$ cat config.mk
export PLATFORM = sky130hd
export DESIGN_NAME = tilemap_layer_mixer_flat
export DESIGN_NICKNAME = d
export VERILOG_FILES = /design/src/rtl/tmmix_pkg.sv /design/src/rtl/tilemap_layer_mixer_if.sv /design/src/rtl/tmmix_attr_delay.sv /design/src/rtl/tilemap_layer_mixer.sv /design/src/flat_wrapper.sv
export SDC_FILE = /design/constraint.sdc
export NUM_CORES = 1
export LEC_CHECK = 0
export ABC_AREA = 0
export BUFFER_PORTS_ARGS = -buffer_cell sky130_fd_sc_hd__buf_4
export CAP_MARGIN = 15
export CORE_ASPECT_RATIO = 0.5
export CORE_MARGIN = 2
export CORE_UTILIZATION = 40
export DETAILED_ROUTE_END_ITERATION = 7
export GPL_TIMING_DRIVEN = 0
export PLACE_DENSITY = 0.7
export RECOVER_POWER = 50
export REMOVE_ABC_BUFFERS = 1
export SLEW_MARGIN = 20
export SYNTH_ARGS = -nofsm -noshare
export SYNTH_HDL_FRONTEND = slang
export SYNTH_SLANG_ARGS = --single-unit
$ cat constraint.sdc
create_clock -name i_MCLK -period 2.7 [get_ports i_MCLK]
set_input_delay 0.135 -clock i_MCLK [delete_from_list [all_inputs] [get_ports i_MCLK]]
set_output_delay 0.135 -clock i_MCLK [all_outputs]
set_load 0.01 [all_outputs]
$ cat src/rtl/tmmix_pkg.sv
// Shared layer codes, enable reset value and attribute word for the tilemap layer mixer.
package tmmix_pkg;

   localparam int COL_W_DEF = 7;

   typedef enum logic [1:0] {
      LAYER_A        = 2'd0,
      LAYER_B        = 2'd1,
      LAYER_OBJ      = 2'd2,
      LAYER_BACKDROP = 2'd3
   } layer_e;

   // Enable bit order is {OBJ, B, A}.
   localparam logic [2:0] EN_RESET = 3'b111;

   typedef struct packed {
      logic [COL_W_DEF-1:0] col;
      logic                 prio;
   } attr_t;

endpackage

$ cat src/rtl/tilemap_layer_mixer_if.sv
// Pixel, blanking and CPU-control bundle of the tilemap layer mixer.
// TMMIX_DEBUG_SOLO_EN adds the i_DBG_SOLO layer-solo select.
interface tilemap_layer_mixer_if #(
   parameter int COL_W = 7
);
   logic             i_CLK_px6;
   logic             i_TM_A_px_trans;
   logic [3:0]       i_TM_A_pixels;
   logic [COL_W-1:0] i_TM_A_col;
   logic             i_TM_A_prio;
   logic             i_TM_B_px_trans;
   logic [3:0]       i_TM_B_pixels;
   logic [COL_W-1:0] i_TM_B_col;
   logic             i_TM_B_prio;
   logic [3:0]       i_OBJ_pixels;
   logic [COL_W-1:0] i_OBJ_col;
   logic             i_HBLANK_n;
   logic             i_VBLANK_n;
   logic             i_CTRL_WR;
   logic [2:0]       i_CTRL_D;
`ifdef TMMIX_DEBUG_SOLO_EN
   logic [2:0]       i_DBG_SOLO;
`endif
   logic [COL_W+3:0] o_PAL_ADDR;
   logic [1:0]       o_LAYER;

   modport master (
      output i_CLK_px6, i_TM_A_px_trans, i_TM_A_pixels, i_TM_A_col, i_TM_A_prio,
      output i_TM_B_px_trans, i_TM_B_pixels, i_TM_B_col, i_TM_B_prio,
      output i_OBJ_pixels, i_OBJ_col, i_HBLANK_n, i_VBLANK_n, i_CTRL_WR, i_CTRL_D,
`ifdef TMMIX_DEBUG_SOLO_EN
      output i_DBG_SOLO,
`endif
      input  o_PAL_ADDR, o_LAYER
   );

   modport slave (
      input  i_CLK_px6, i_TM_A_px_trans, i_TM_A_pixels, i_TM_A_col, i_TM_A_prio,
      input  i_TM_B_px_trans, i_TM_B_pixels, i_TM_B_col, i_TM_B_prio,
      input  i_OBJ_pixels, i_OBJ_col, i_HBLANK_n, i_VBLANK_n, i_CTRL_WR, i_CTRL_D,
`ifdef TMMIX_DEBUG_SOLO_EN
      input  i_DBG_SOLO,
`endif
      output o_PAL_ADDR, o_LAYER
   );
endinterface

$ cat src/rtl/tmmix_attr_delay.sv
// Clock-enabled shift register that realigns tile attributes with delayed pixel data.
module tmmix_attr_delay #(
   parameter int DEPTH = 4,
   parameter int WIDTH = 8
) (
   input  logic             clk,
   input  logic             rst_n,
   input  logic             cen_i,
   input  logic [WIDTH-1:0] d_i,
   output logic [WIDTH-1:0] q_o
);
   logic [DEPTH-1:0][WIDTH-1:0] stages_q;

   // NOTE: every stage is cleared so the first DEPTH pixels after reset see colour 0 / prio 0.
   always_ff @(posedge clk or negedge rst_n) begin
      if (!rst_n) begin
         stages_q <= '0;
      end else if (cen_i) begin
         stages_q[0] <= d_i;
         for (int i = 1; i < DEPTH; i++) begin
            stages_q[i] <= stages_q[i-1];
         end
      end
   end

   assign q_o = stages_q[DEPTH-1];
endmodule

$ cat src/rtl/tilemap_layer_mixer.sv
// Merges Tilemap A/B and object pixels into one palette address with per-tile priority.
// Optional TMMIX_DEBUG_SOLO_EN: i_DBG_SOLO = 1/2/3 shows only A/B/OBJ.
module tilemap_layer_mixer
   import tmmix_pkg::*;
#(
   parameter int A_ATTR_DLY = 5,
   parameter int B_ATTR_DLY = 4,
   parameter int COL_W      = COL_W_DEF
) (
   input logic                  i_MCLK,
   input logic                  i_RST_n,
   tilemap_layer_mixer_if.slave bus
);
   typedef struct packed {
      logic [COL_W-1:0] col;
      logic             prio;
   } attr_w_t;

   attr_w_t          a_attr, b_attr;
   logic [2:0]       shadow_q, shadow_d, active_q, active_d;
   logic             vblank_q, vblank_fall;
   logic             cand_a, cand_b, cand_o;
   logic [COL_W+3:0] pal_q, pal_d;
   layer_e           layer_q, layer_d;

   tmmix_attr_delay #(.DEPTH(A_ATTR_DLY), .WIDTH(COL_W + 1)) u_a_dly (
      .clk   (i_MCLK),
      .rst_n (i_RST_n),
      .cen_i (bus.i_CLK_px6),
      .d_i   ({bus.i_TM_A_col, bus.i_TM_A_prio}),
      .q_o   (a_attr)
   );

   tmmix_attr_delay #(.DEPTH(B_ATTR_DLY), .WIDTH(COL_W + 1)) u_b_dly (
      .clk   (i_MCLK),
      .rst_n (i_RST_n),
      .cen_i (bus.i_CLK_px6),
      .d_i   ({bus.i_TM_B_col, bus.i_TM_B_prio}),
      .q_o   (b_attr)
   );

   // Enables only move shadow -> active on the VBLANK falling edge, so a frame never mixes two sets.
   assign vblank_fall = vblank_q & ~bus.i_VBLANK_n;
   assign shadow_d    = bus.i_CTRL_WR ? bus.i_CTRL_D : shadow_q;
   assign active_d    = vblank_fall ? shadow_d : active_q;

   // NOTE: sequential state uses non-blocking assignments so every register samples pre-edge values.
   always_ff @(posedge i_MCLK or negedge i_RST_n) begin
      if (!i_RST_n) begin
         shadow_q <= EN_RESET;
         active_q <= EN_RESET;
         vblank_q <= 1'b1;
      end else begin
         shadow_q <= shadow_d;
         active_q <= active_d;
         vblank_q <= bus.i_VBLANK_n;
      end
   end

   // NOTE: all outputs of this block get a default first so no latch is inferred.
   always_comb begin
      cand_a  = bus.i_TM_A_px_trans & active_q[0];
      cand_b  = bus.i_TM_B_px_trans & active_q[1];
      cand_o  = (bus.i_OBJ_pixels != 4'd0) & active_q[2];
`ifdef TMMIX_DEBUG_SOLO_EN
      case (bus.i_DBG_SOLO)
         3'd1:    begin cand_a = bus.i_TM_A_px_trans; cand_b = 1'b0; cand_o = 1'b0; end
         3'd2:    begin cand_a = 1'b0; cand_b = bus.i_TM_B_px_trans; cand_o = 1'b0; end
         3'd3:    begin cand_a = 1'b0; cand_b = 1'b0; cand_o = (bus.i_OBJ_pixels != 4'd0); end
         default: ;
      endcase
`endif
      pal_d   = '0;
      layer_d = LAYER_BACKDROP;
      if (cand_a && a_attr.prio) begin
         pal_d = {a_attr.col, bus.i_TM_A_pixels};  layer_d = LAYER_A;
      end else if (cand_b && b_attr.prio) begin
         pal_d = {b_attr.col, bus.i_TM_B_pixels};  layer_d = LAYER_B;
      end else if (cand_o) begin
         pal_d = {bus.i_OBJ_col, bus.i_OBJ_pixels}; layer_d = LAYER_OBJ;
      end else if (cand_a) begin
         pal_d = {a_attr.col, bus.i_TM_A_pixels};  layer_d = LAYER_A;
      end else if (cand_b) begin
         pal_d = {b_attr.col, bus.i_TM_B_pixels};  layer_d = LAYER_B;
      end
      if (!bus.i_HBLANK_n || !bus.i_VBLANK_n) begin
         pal_d   = '0;
         layer_d = LAYER_BACKDROP;
      end
   end

   always_ff @(posedge i_MCLK or negedge i_RST_n) begin
      if (!i_RST_n) begin
         pal_q   <= '0;
         layer_q <= LAYER_BACKDROP;
      end else if (bus.i_CLK_px6) begin
         pal_q   <= pal_d;
         layer_q <= layer_d;
      end
   end

   assign bus.o_PAL_ADDR = pal_q;
   assign bus.o_LAYER    = layer_q;
endmodule

$ cat src/flat_wrapper.sv
// flat-port wrapper written by rule: the top's interface ports become plain ports
module tilemap_layer_mixer_flat import tmmix_pkg::*;
#(
   parameter int A_ATTR_DLY = 5,
   parameter int B_ATTR_DLY = 4,
   parameter int COL_W      = COL_W_DEF
)
  (i_MCLK, i_RST_n, bus_i_CLK_px6, bus_i_TM_A_px_trans, bus_i_TM_A_pixels, bus_i_TM_A_col, bus_i_TM_A_prio, bus_i_TM_B_px_trans, bus_i_TM_B_pixels, bus_i_TM_B_col, bus_i_TM_B_prio, bus_i_OBJ_pixels, bus_i_OBJ_col, bus_i_HBLANK_n, bus_i_VBLANK_n, bus_i_CTRL_WR, bus_i_CTRL_D, bus_o_PAL_ADDR, bus_o_LAYER);
  tilemap_layer_mixer_if #(.COL_W(COL_W)) bus_i ();
  input logic i_MCLK;
  input logic i_RST_n;
  input wire logic [$bits(bus_i.i_CLK_px6)-1:0] bus_i_CLK_px6;
  input wire logic [$bits(bus_i.i_TM_A_px_trans)-1:0] bus_i_TM_A_px_trans;
  input wire logic [$bits(bus_i.i_TM_A_pixels)-1:0] bus_i_TM_A_pixels;
  input wire logic [$bits(bus_i.i_TM_A_col)-1:0] bus_i_TM_A_col;
  input wire logic [$bits(bus_i.i_TM_A_prio)-1:0] bus_i_TM_A_prio;
  input wire logic [$bits(bus_i.i_TM_B_px_trans)-1:0] bus_i_TM_B_px_trans;
  input wire logic [$bits(bus_i.i_TM_B_pixels)-1:0] bus_i_TM_B_pixels;
  input wire logic [$bits(bus_i.i_TM_B_col)-1:0] bus_i_TM_B_col;
  input wire logic [$bits(bus_i.i_TM_B_prio)-1:0] bus_i_TM_B_prio;
  input wire logic [$bits(bus_i.i_OBJ_pixels)-1:0] bus_i_OBJ_pixels;
  input wire logic [$bits(bus_i.i_OBJ_col)-1:0] bus_i_OBJ_col;
  input wire logic [$bits(bus_i.i_HBLANK_n)-1:0] bus_i_HBLANK_n;
  input wire logic [$bits(bus_i.i_VBLANK_n)-1:0] bus_i_VBLANK_n;
  input wire logic [$bits(bus_i.i_CTRL_WR)-1:0] bus_i_CTRL_WR;
  input wire logic [$bits(bus_i.i_CTRL_D)-1:0] bus_i_CTRL_D;
  output wire logic [$bits(bus_i.o_PAL_ADDR)-1:0] bus_o_PAL_ADDR;
  output wire logic [$bits(bus_i.o_LAYER)-1:0] bus_o_LAYER;
  assign bus_i.i_CLK_px6 = bus_i_CLK_px6;
  assign bus_i.i_TM_A_px_trans = bus_i_TM_A_px_trans;
  assign bus_i.i_TM_A_pixels = bus_i_TM_A_pixels;
  assign bus_i.i_TM_A_col = bus_i_TM_A_col;
  assign bus_i.i_TM_A_prio = bus_i_TM_A_prio;
  assign bus_i.i_TM_B_px_trans = bus_i_TM_B_px_trans;
  assign bus_i.i_TM_B_pixels = bus_i_TM_B_pixels;
  assign bus_i.i_TM_B_col = bus_i_TM_B_col;
  assign bus_i.i_TM_B_prio = bus_i_TM_B_prio;
  assign bus_i.i_OBJ_pixels = bus_i_OBJ_pixels;
  assign bus_i.i_OBJ_col = bus_i_OBJ_col;
  assign bus_i.i_HBLANK_n = bus_i_HBLANK_n;
  assign bus_i.i_VBLANK_n = bus_i_VBLANK_n;
  assign bus_i.i_CTRL_WR = bus_i_CTRL_WR;
  assign bus_i.i_CTRL_D = bus_i_CTRL_D;
  assign bus_o_PAL_ADDR = bus_i.o_PAL_ADDR;
  assign bus_o_LAYER = bus_i.o_LAYER;
  tilemap_layer_mixer #(.A_ATTR_DLY(A_ATTR_DLY), .B_ATTR_DLY(B_ATTR_DLY), .COL_W(COL_W)) u_core (.i_MCLK(i_MCLK), .i_RST_n(i_RST_n), .bus(bus_i));
endmodule
Word-level counts from Yosys, hierarchy flattened

Cells that the tools add are included.

Bitwise operators: 5
Reductions and logical operators: 6
Muxes and demuxes: 13

Operators with widths:

| kind               | number |
|---|---|
| two-way mux 11 bit | 6 |
| two-way mux 2 bit  | 6 |
| AND 1 bit          | 4 |
| nonzero test 4 bit | 1 |
| two-way mux 3 bit  | 1 |
| logical AND 1 bit  | 2 |
| logical NOT 1 bit  | 2 |
| logical OR 1 bit   | 1 |
| NOT 1 bit          | 1 |

Output and inout port bits: 13
Flip-flop bits (word level): 92

Logic depth before layout (Yosys ltp)

Gate-level depths: netlist of the first run.

Word-level depth: 7
Depth in mapped cells: 7
Gate-level depth less buffers: 4

By module

From an unflattened synthesis of the first run, not the netlist that was laid out.

Cells, all modules: 287
Area, all modules: 4157.7 µm²

Modules (own cells, without submodules):

| module                             | cells an instance | seq. area each (µm²) | area an instance (µm²) | instances |
|---|---|---|---|---|
| tmmix_attr_delay at u_core.u_a_dly | 92                | 1001.0               | 1556.5                 | 1 |
| tmmix_attr_delay at u_core.u_b_dly | 76                | 800.8                | 1405.1                 | 1 |
| tilemap_layer_mixer                | 119               | 511.7                | 1196.1                 | 1 |

Least setup slack after synthesis of the first run

OpenSTA, ideal clock, no wires.

Path type: register to register
Start point: reg u_core.active_q[1]
End point: reg u_core.pal_q[1] (netlist: u_core.bus.o_PAL_ADDR[1])
Arrival time: 1267 ps
Setup time: 132 ps
Slack: 1301 ps
Data required time: 2568 ps
Clock period less this slack: 1399 ps
Cell stages (with the launch flop): 6
Path buffers: 1
Cells stage by stage: dfstp_2 > nand4b_1 > a32o_2 > buf_6 > o22ai_1 > o22ai_1

Cells in the longest elaborated chain, start to end: 7
Elaborated cells on any way between the ends: 8

Ends and longest elaborated chain:

| item                     | line                      | source |
|---|---|---|
| start: declaration       | tilemap_layer_mixer.sv:20 | `logic [2:0] shadow_q, shadow_d, active_q, active_d;` |
| start signal: assignment | tilemap_layer_mixer.sv:55 | `active_q <= active_d;` |
| AND 1 bit *              | tilemap_layer_mixer.sv:63 | `cand_b = bus.i_TM_B_px_trans & active_q[1];` |
| two-way mux 11 bit       | tilemap_layer_mixer.sv:83 | `end else if (cand_b) begin` |
| two-way mux 11 bit       | tilemap_layer_mixer.sv:81 | `end else if (cand_a) begin` |
| two-way mux 11 bit       | tilemap_layer_mixer.sv:79 | `end else if (cand_o) begin` |
| two-way mux 11 bit *     | tilemap_layer_mixer.sv:77 | `end else if (cand_b && b_attr.prio) begin` |
| two-way mux 11 bit *     | tilemap_layer_mixer.sv:75 | `if (cand_a && a_attr.prio) begin` |
| two-way mux 11 bit *     | tilemap_layer_mixer.sv:86 | `if (!bus.i_HBLANK_n \|\| !bus.i_VBLANK_n) begin` |
| end signal: assignment   | tilemap_layer_mixer.sv:97 | `pal_q <= pal_d;` |
| end: declaration         | tilemap_layer_mixer.sv:23 | `logic [COL_W+3:0] pal_q, pal_d;` |

Mark *: on every way between the ends. The rest lies on a longest branch, timed or not.
A chain may end at the register's enable or synchronous reset.

==> impl_results.md, run 1 <==
- Reg2reg end: u_core.bus.o_PAL_ADDR[3]
- Gp weighted congestion: 0.783
- Final WL: 6680 um
- Post-Synth Simple-Gate Area: 2.40%
- Outcome: completed
- Synthesized flop and latch total: 92
- Reg2Reg Depth: 5
- RR Startpoint: u_core.active_q[2]
- Die footprint: 0.0101 mm2
- Yosys top cell by area: dfrtp_1
- Sink Count: 92
- Max transition margin: 33.1%
- Dpl hpwl: 4430 um
- Cell Chain, Critical Path: buf_4 > and3_1 > and2_2 > a22oi_1 > o22ai_1
- Cts bufs inserted: 9
- CTS Root Cell: clkbuf_16
- Register area: 0.00231 mm2
- Yosys top cell area share: 56.2%
- First-pass GRT wire length: 11500 um
- Worst skew pair latency: 330 ps
- Min-Delay Path Depth: 2
- DR pass1 iterations: 4
- Die width: 140 um
- Setup slack, reg-to-reg: around 930 ps
- Row cnt: 24
- Max_cap viols: 0
- Core ar.: 0.00883 mm2
- Largest net degree at the start of global routing: 93
- Final hold violations: 0
- Vias per cell: 5.10
- Clk slew on worst S/H paths: 60 ps
- Setup crit end: u_core.bus.o_PAL_ADDR[6]
- Ant diodes: 0
- RSZ-0062 raised after global routing: no
- Multiplexer share of the synthesized area: 23.5%
- TNS Setup: 0 ps
- Routed Antenna Nets: 0
- Crit. Startpoint: bus_i_CLK_px6
- Nets: 355
- Post-Synth XOR/XNOR Area: 0%
- # resized after CTS: 0
- IO buf count: 58
- Area of the multi-input gates: 0.00125 mm2
- Period utilization: 75.9%
- Worst Setup Start Kind: primary input
- VDD IR-drop max: 368 uV
- Drt drc: 0
- Worst-Margin Slew: 1000 ps
- Mean Syn Cell Area: roughly 15 um2
- Final Power: between 3 and 4 mW
- Largest family of logic cells by synthesized area: multiplexers
- Initial antenna violation count: 0
- WP data arrival: 2290 ps
- Die Ht: 72.0 um
- Via count: ~2200
- Fill cells: 758
- Leakage power: between 1.5 and 2 nW
- Synth Instances: roughly 250
- IO Count: a little under 60
- Share of layout cells above drive strength 1: 47.9%
- Crit path max-delay cell type: buf_4
- Hold crit path type: primary input to flip-flop
- Routed len/inst: 15.5 um
- Register area share after synthesis: between 60% and 70%
- Post-synthesis adder-cell area fraction: 0%
- Syn Std Cell Area: approximately 0.0037 mm2
- Ys Warns: 0
- Crit path kind: primary input to flip-flop
- Starting Density: 41.9%
- Clock Path Buffers: 2
- Max incr delay on CP: 740 ps
- GRT Total Usage: between 10% and 20%
- Worst clock skew: 6.44 ps
- Crit path max-delay family: simple AND/OR/NAND/NOR gates
- P&R area growth vs syn: 20.2%
- WHS: 34.7 ps
- Largest cells by area after synthesis: dfrtp_1 56%, mux2_2 23%, dfstp_2 6.4%, o22ai_1 3.6%, a22oi_1 1.6%
- Pins Over Slew Limit: 0
- WP depth: 5
- CP bufs+invs: 1
- Vias in the first global route: 2375
- Distinct cells, synth: 27
- FMAX: 488 MHz
- PwrDens: 770 mW/mm2
- Initial DRC count: 108
- Final setup fails: 0
- Period minus WS final: between 2000 and 2500 ps
- CTS tree: built
- Critical path capture point type: flip-flop
- Compound-cell area share of the yosys netlist: 7.65%
- Required @ worst endpoint: 2940 ps
- H-tree lvl count: 3
- Total gr overflow: 0
- Max FO, Critical Path: 86
## through the flow
stage | worst slack (ps) | instances | util (%) | area (um2)
floorplan | 880 | 237 | - | 3600
global placement | 37.4 | 412 | 47.3 | 4180
CTS | 682 | 429 | 50.8 | 4480
finish | 651 | 430 | 50.3 | 4440
global route | 455 | 430 | 50.3 | 4440
detailed placement | 341 | 413 | 47.5 | 4190
## worst min-delay path by stage
stage | end | slack (ps) | start
2_1_floorplan | u_core.bus.o_PAL_ADDR[0] | -160 | i_RST_n
3_3_place_gp | u_core.vblank_q | 260 | bus_i_VBLANK_n
3_5_place_dp | u_core.vblank_q | 260 | bus_i_VBLANK_n
4_1_cts | u_core.u_a_dly.stages_q[0] | 30 | bus_i_TM_A_prio
5_1_grt | u_core.u_b_dly.stages_q[4] | 20 | bus_i_TM_B_col[3]
6_report | u_core.u_a_dly.stages_q[0] | 30 | bus_i_TM_A_prio
## what timing repair did
| action | 4_1_cts | 5_1_grt |
|---|---|---|
| endpoints found under the hold margin | 1 | 83 |
| setup buffers | 0 | 0 |
| hold buffers | 1 | 1 |
## placed cells by master, fill, tap and decap left out, types with 4 or more instances in the layout
cell type  netlist  final
mux2_2          77     75
clkbuf_16        0      9
o22ai_1         21     21
clkbuf_1         2     14
inv_1           12     12
dfstp_2          9      9
buf_4            1     44
and3_1           4      4
a21oi_1          7      7
dfrtp_1         83     83
a22oi_1          8      8
## cells in the mapped netlist
master,count
dfrtp_1,83
mux2_2,77
o22ai_1,21
inv_1,12
dfstp_2,9
a22oi_1,8
a21oi_1,7
buf_2,6
and3_1,4
buf_1,3
buf_6,3
nor2_1,3
clkbuf_1,2
nand3_1,2
a32o_2,1
and2_1,1
and2_2,1
and3_2,1
buf_4,1
dlygate4sd1_1,1
nand2b_1,1
nand4b_1,1
nor4_1,1
o211ai_2,1
o22ai_2,1
o311ai_1,1
o41a_1,1
## area by class of cell
cell class	count	share of cell area, %
multi-input combinational	133	28.0
clock buffer	11	5.69
sequential	92	52.1
timing repair buffer	61	9.32
tap	117	3.29
inverter	12	1.01
clock inverter	4	0.563
## cell families (layout without fill, tap and decap cells)
kind of cell           count (synthesis)  after routing
AO/OA/AOI/OAI                         41             41
buffers and inverters                 28             88
flip-flops                            92             92
multiplexers                          77             77
AND/OR/NAND/NOR                       15             15
## report_power, final
group          switching, mW  internal, mW  leakage (nW)
Clock                  0.474         0.664         0.133
Sequential             0.129          1.63          1.09
Combinational          0.233         0.287         0.679
## metal layers
metal	share of wire (%)	GRT usage, %	vias up
met4	1.5	4.22	0
met5	0	0	-
met1	43	17.3	1119
li1	-	-	1033
met2	51	25.5	29
met3	4.0	5.08	13
## registers in the layout, summed over array words and instances, names as in the netlist
| signal | flops |
|---|---|
| u_core.u_b_dly.stages_q | 24 |
| u_core.vblank_q | 1 |
| u_core.shadow_q | 3 |
| u_core.u_b_dly.q_o | 8 |
| u_core.u_a_dly.stages_q | 32 |
| u_core.u_a_dly.q_o | 8 |
| u_core.bus.o_LAYER | 2 |
| u_core.bus.o_PAL_ADDR | 11 |
| u_core.active_q | 3 |
Note: power is estimated with default switching activity, not from simulation.
==> run 2, diff against run 1 <==
- clock period: 2.7 -> 2.1 ns (I/O delays scaled with it)
==> run 2 against run 1 <==
  * Sequential power is 28% higher
  * Setup slack worse by 330 ps
  * Global-route usage is essentially flat
  * Cell count is 0.70% higher
  * Critical path depth unchanged
  * Routed wire length increased by 0.24%
  * Clock power up 28%
  * Flip-flop and latch count stayed put
  * Cell area up 0.84%
  * Combinational power is 30% higher
  * Critical endpoint unchanged
==> impl_results.md, run 2 (same netlist as run 1, synthesis figures left out) <==
- Total gr overflow: 0
- Hold crit path type: primary input to flip-flop
- Cells after DPL: ~410
- Nets: around 360
- Max FO, Critical Path: 86
- Starting Density: around two fifths
- Initial antenna violation count: 0
- Gp weighted congestion: 0.783
- Most flops, register: u_core.u_a_dly.stages_q
- WHS: slightly above 9 ps
- H-tree lvl count: 3
- Routed len/inst: 15.5 um
- Commonest non-fill, non-tap cell in the layout: dfrtp_1
- Setup slack, reg-to-reg: roughly 330 ps
- Reg2reg end: u_core.bus.o_PAL_ADDR[3]
- Post-Layout Cell Count: 433
- IO buf count: 58
- WP data arrival: between 2000 and 2500 ps
- P&R area growth vs syn: 21.2%
- Min-Delay Endpoint: u_core.u_a_dly.stages_q[3]
- Vias per cell: 5.08
- CP bufs+invs: 1
- Share of layout cells above drive strength 1: around half
- Max transition margin: 21.8%
- Cell Chain, Critical Path: buf_6 > and3_1 > and2_2 > a22oi_1 > o22ai_1
- Crit path max-delay family: simple AND/OR/NAND/NOR gates
- Cts bufs inserted: 9
- Worst skew pair latency: 330 ps
- Die footprint: a little over 0.01 mm2
- Max_cap viols: 0
- First-pass GRT wire length: around 12000 um
- CTS Root Cell: clkbuf_16
- Drt drc: 0
- Setup bufs post-CTS: 0
- Critical path capture point type: flip-flop
- Ant diodes: 0
- Worst Setup Start Kind: primary input
- IO Count: 59
- Initial DRC count: roughly 100
- Final hold violations: 0
- Worst clock skew: a little over 6 ps
- Sink Count: approximately 90
- Clk slew on worst S/H paths: 60 ps
- Leakage power: 1.92 nW
- Crit path max-delay cell type: and3_1
- RSZ-0062 raised after global routing: no
- Dpl hpwl: 4430 um
- Die Ht: 72.0 um
- VDD IR-drop max: 473 uV
- Final WL: approximately 6700 um
- Row cnt: 24
- Crit path kind: primary input to flip-flop
- Die width: 140 um
- Vias in the first global route: 2385
- Hold Startpoint: bus_i_TM_A_col[2]
- Core ar.: 0.00883 mm2
- Required @ worst endpoint: 2340 ps
- Worst-Margin Slew: 1170 ps
- Pins Over Slew Limit: 0
- Commonest non-fill, non-tap cells in the layout: 83 x dfrtp_1, 75 x mux2_2, 45 x buf_4
- Final setup fails: 0
- Via count: roughly 2200
- Outcome: completed
- Routed Antenna Nets: 0
- Min-Delay Path Depth: 2
- Largest net degree at the start of global routing: 93
- PwrDens: 983 mW/mm2
- Clock Path Buffers: 2
- Reg2Reg Depth: 5
- Period utilization: between 80% and 90%
- Max FFs per register: 32
- CTS tree: built
- Period minus WS final: approximately 1800 ps
- FMAX: between 500 and 600 MHz
- Max incr delay on CP: roughly 690 ps
- RR Startpoint: u_core.active_q[2]
- GRT Total Usage: 14.5%
- DR pass1 iterations: 4
## run 2: how the worst max path moves through the flow
| stage | endpoint | startpoint | slack, ps | cells past startpoint |
|---|---|---|---|---|
| 2_1_floorplan | u_core.bus.o_PAL_ADDR[0] | u_core.active_q[2] | 280 | 4 |
| 3_3_place_gp | u_core.bus.o_PAL_ADDR[1] | u_core.active_q[2] | -560 | 4 |
| 3_5_place_dp | u_core.bus.o_PAL_ADDR[6] | bus_i_CLK_px6 | -230 | 5 |
| 4_1_cts | u_core.bus.o_PAL_ADDR[6] | bus_i_CLK_px6 | 110 | 5 |
| 5_1_grt | u_core.bus.o_PAL_ADDR[4] | bus_i_CLK_px6 | 140 | 5 |
| 6_report | u_core.bus.o_PAL_ADDR[6] | bus_i_CLK_px6 | 320 | 5 |
## run 2: metrics by stage
step	worst slack, ps	utilization [%]	cell area [um2]	setup TNS (ps)	power, mW
6_report	318	50.8	4480	0	4.40
5_1_grt	140	50.8	4480	0	4.64
4_1_cts	112	51.0	4500	0	4.49
3_5_place_dp	-229	47.5	4190	-1520	3.00
3_3_place_gp	-563	47.3	4180	-5630	2.93
2_1_floorplan	280	-	3600	0	2.67
## run 2: layer usage
| metal | track usage [%] | routed length (um) |
|---|---|---|
| met5 | 0 | 0 |
| met4 | 4.22 | 100 |
| met1 | 17.4 | 2950 |
| met2 | 25.5 | 3400 |
| met3 | 4.95 | 248 |
## run 2: layout make-up
cell class | instances | area [um2]
Clock buffer | 11 | 253
Tap cell | 117 | 146
Multi-Input combinational cell | 133 | 1250
Timing Repair Buffer | 64 | 452
Fill cell | 754 | 4350
Sequential cell | 92 | 2310
Inverter | 12 | 45.0
Clock inverter | 4 | 25.0
## run 2: what timing repair did
item	4_1_cts	5_1_grt
setup endpoints to repair	0	7
hold buffers	3	2
gates resized for setup	0	1
endpoints found under the hold margin	3	84
## run 2: report_power, final
part           switching (mW)  total, mW  internal (mW)
Clock                   0.608       1.46          0.854
Sequential              0.166       2.26           2.10
Combinational           0.302      0.676          0.375
Total                    1.08       4.40           3.33
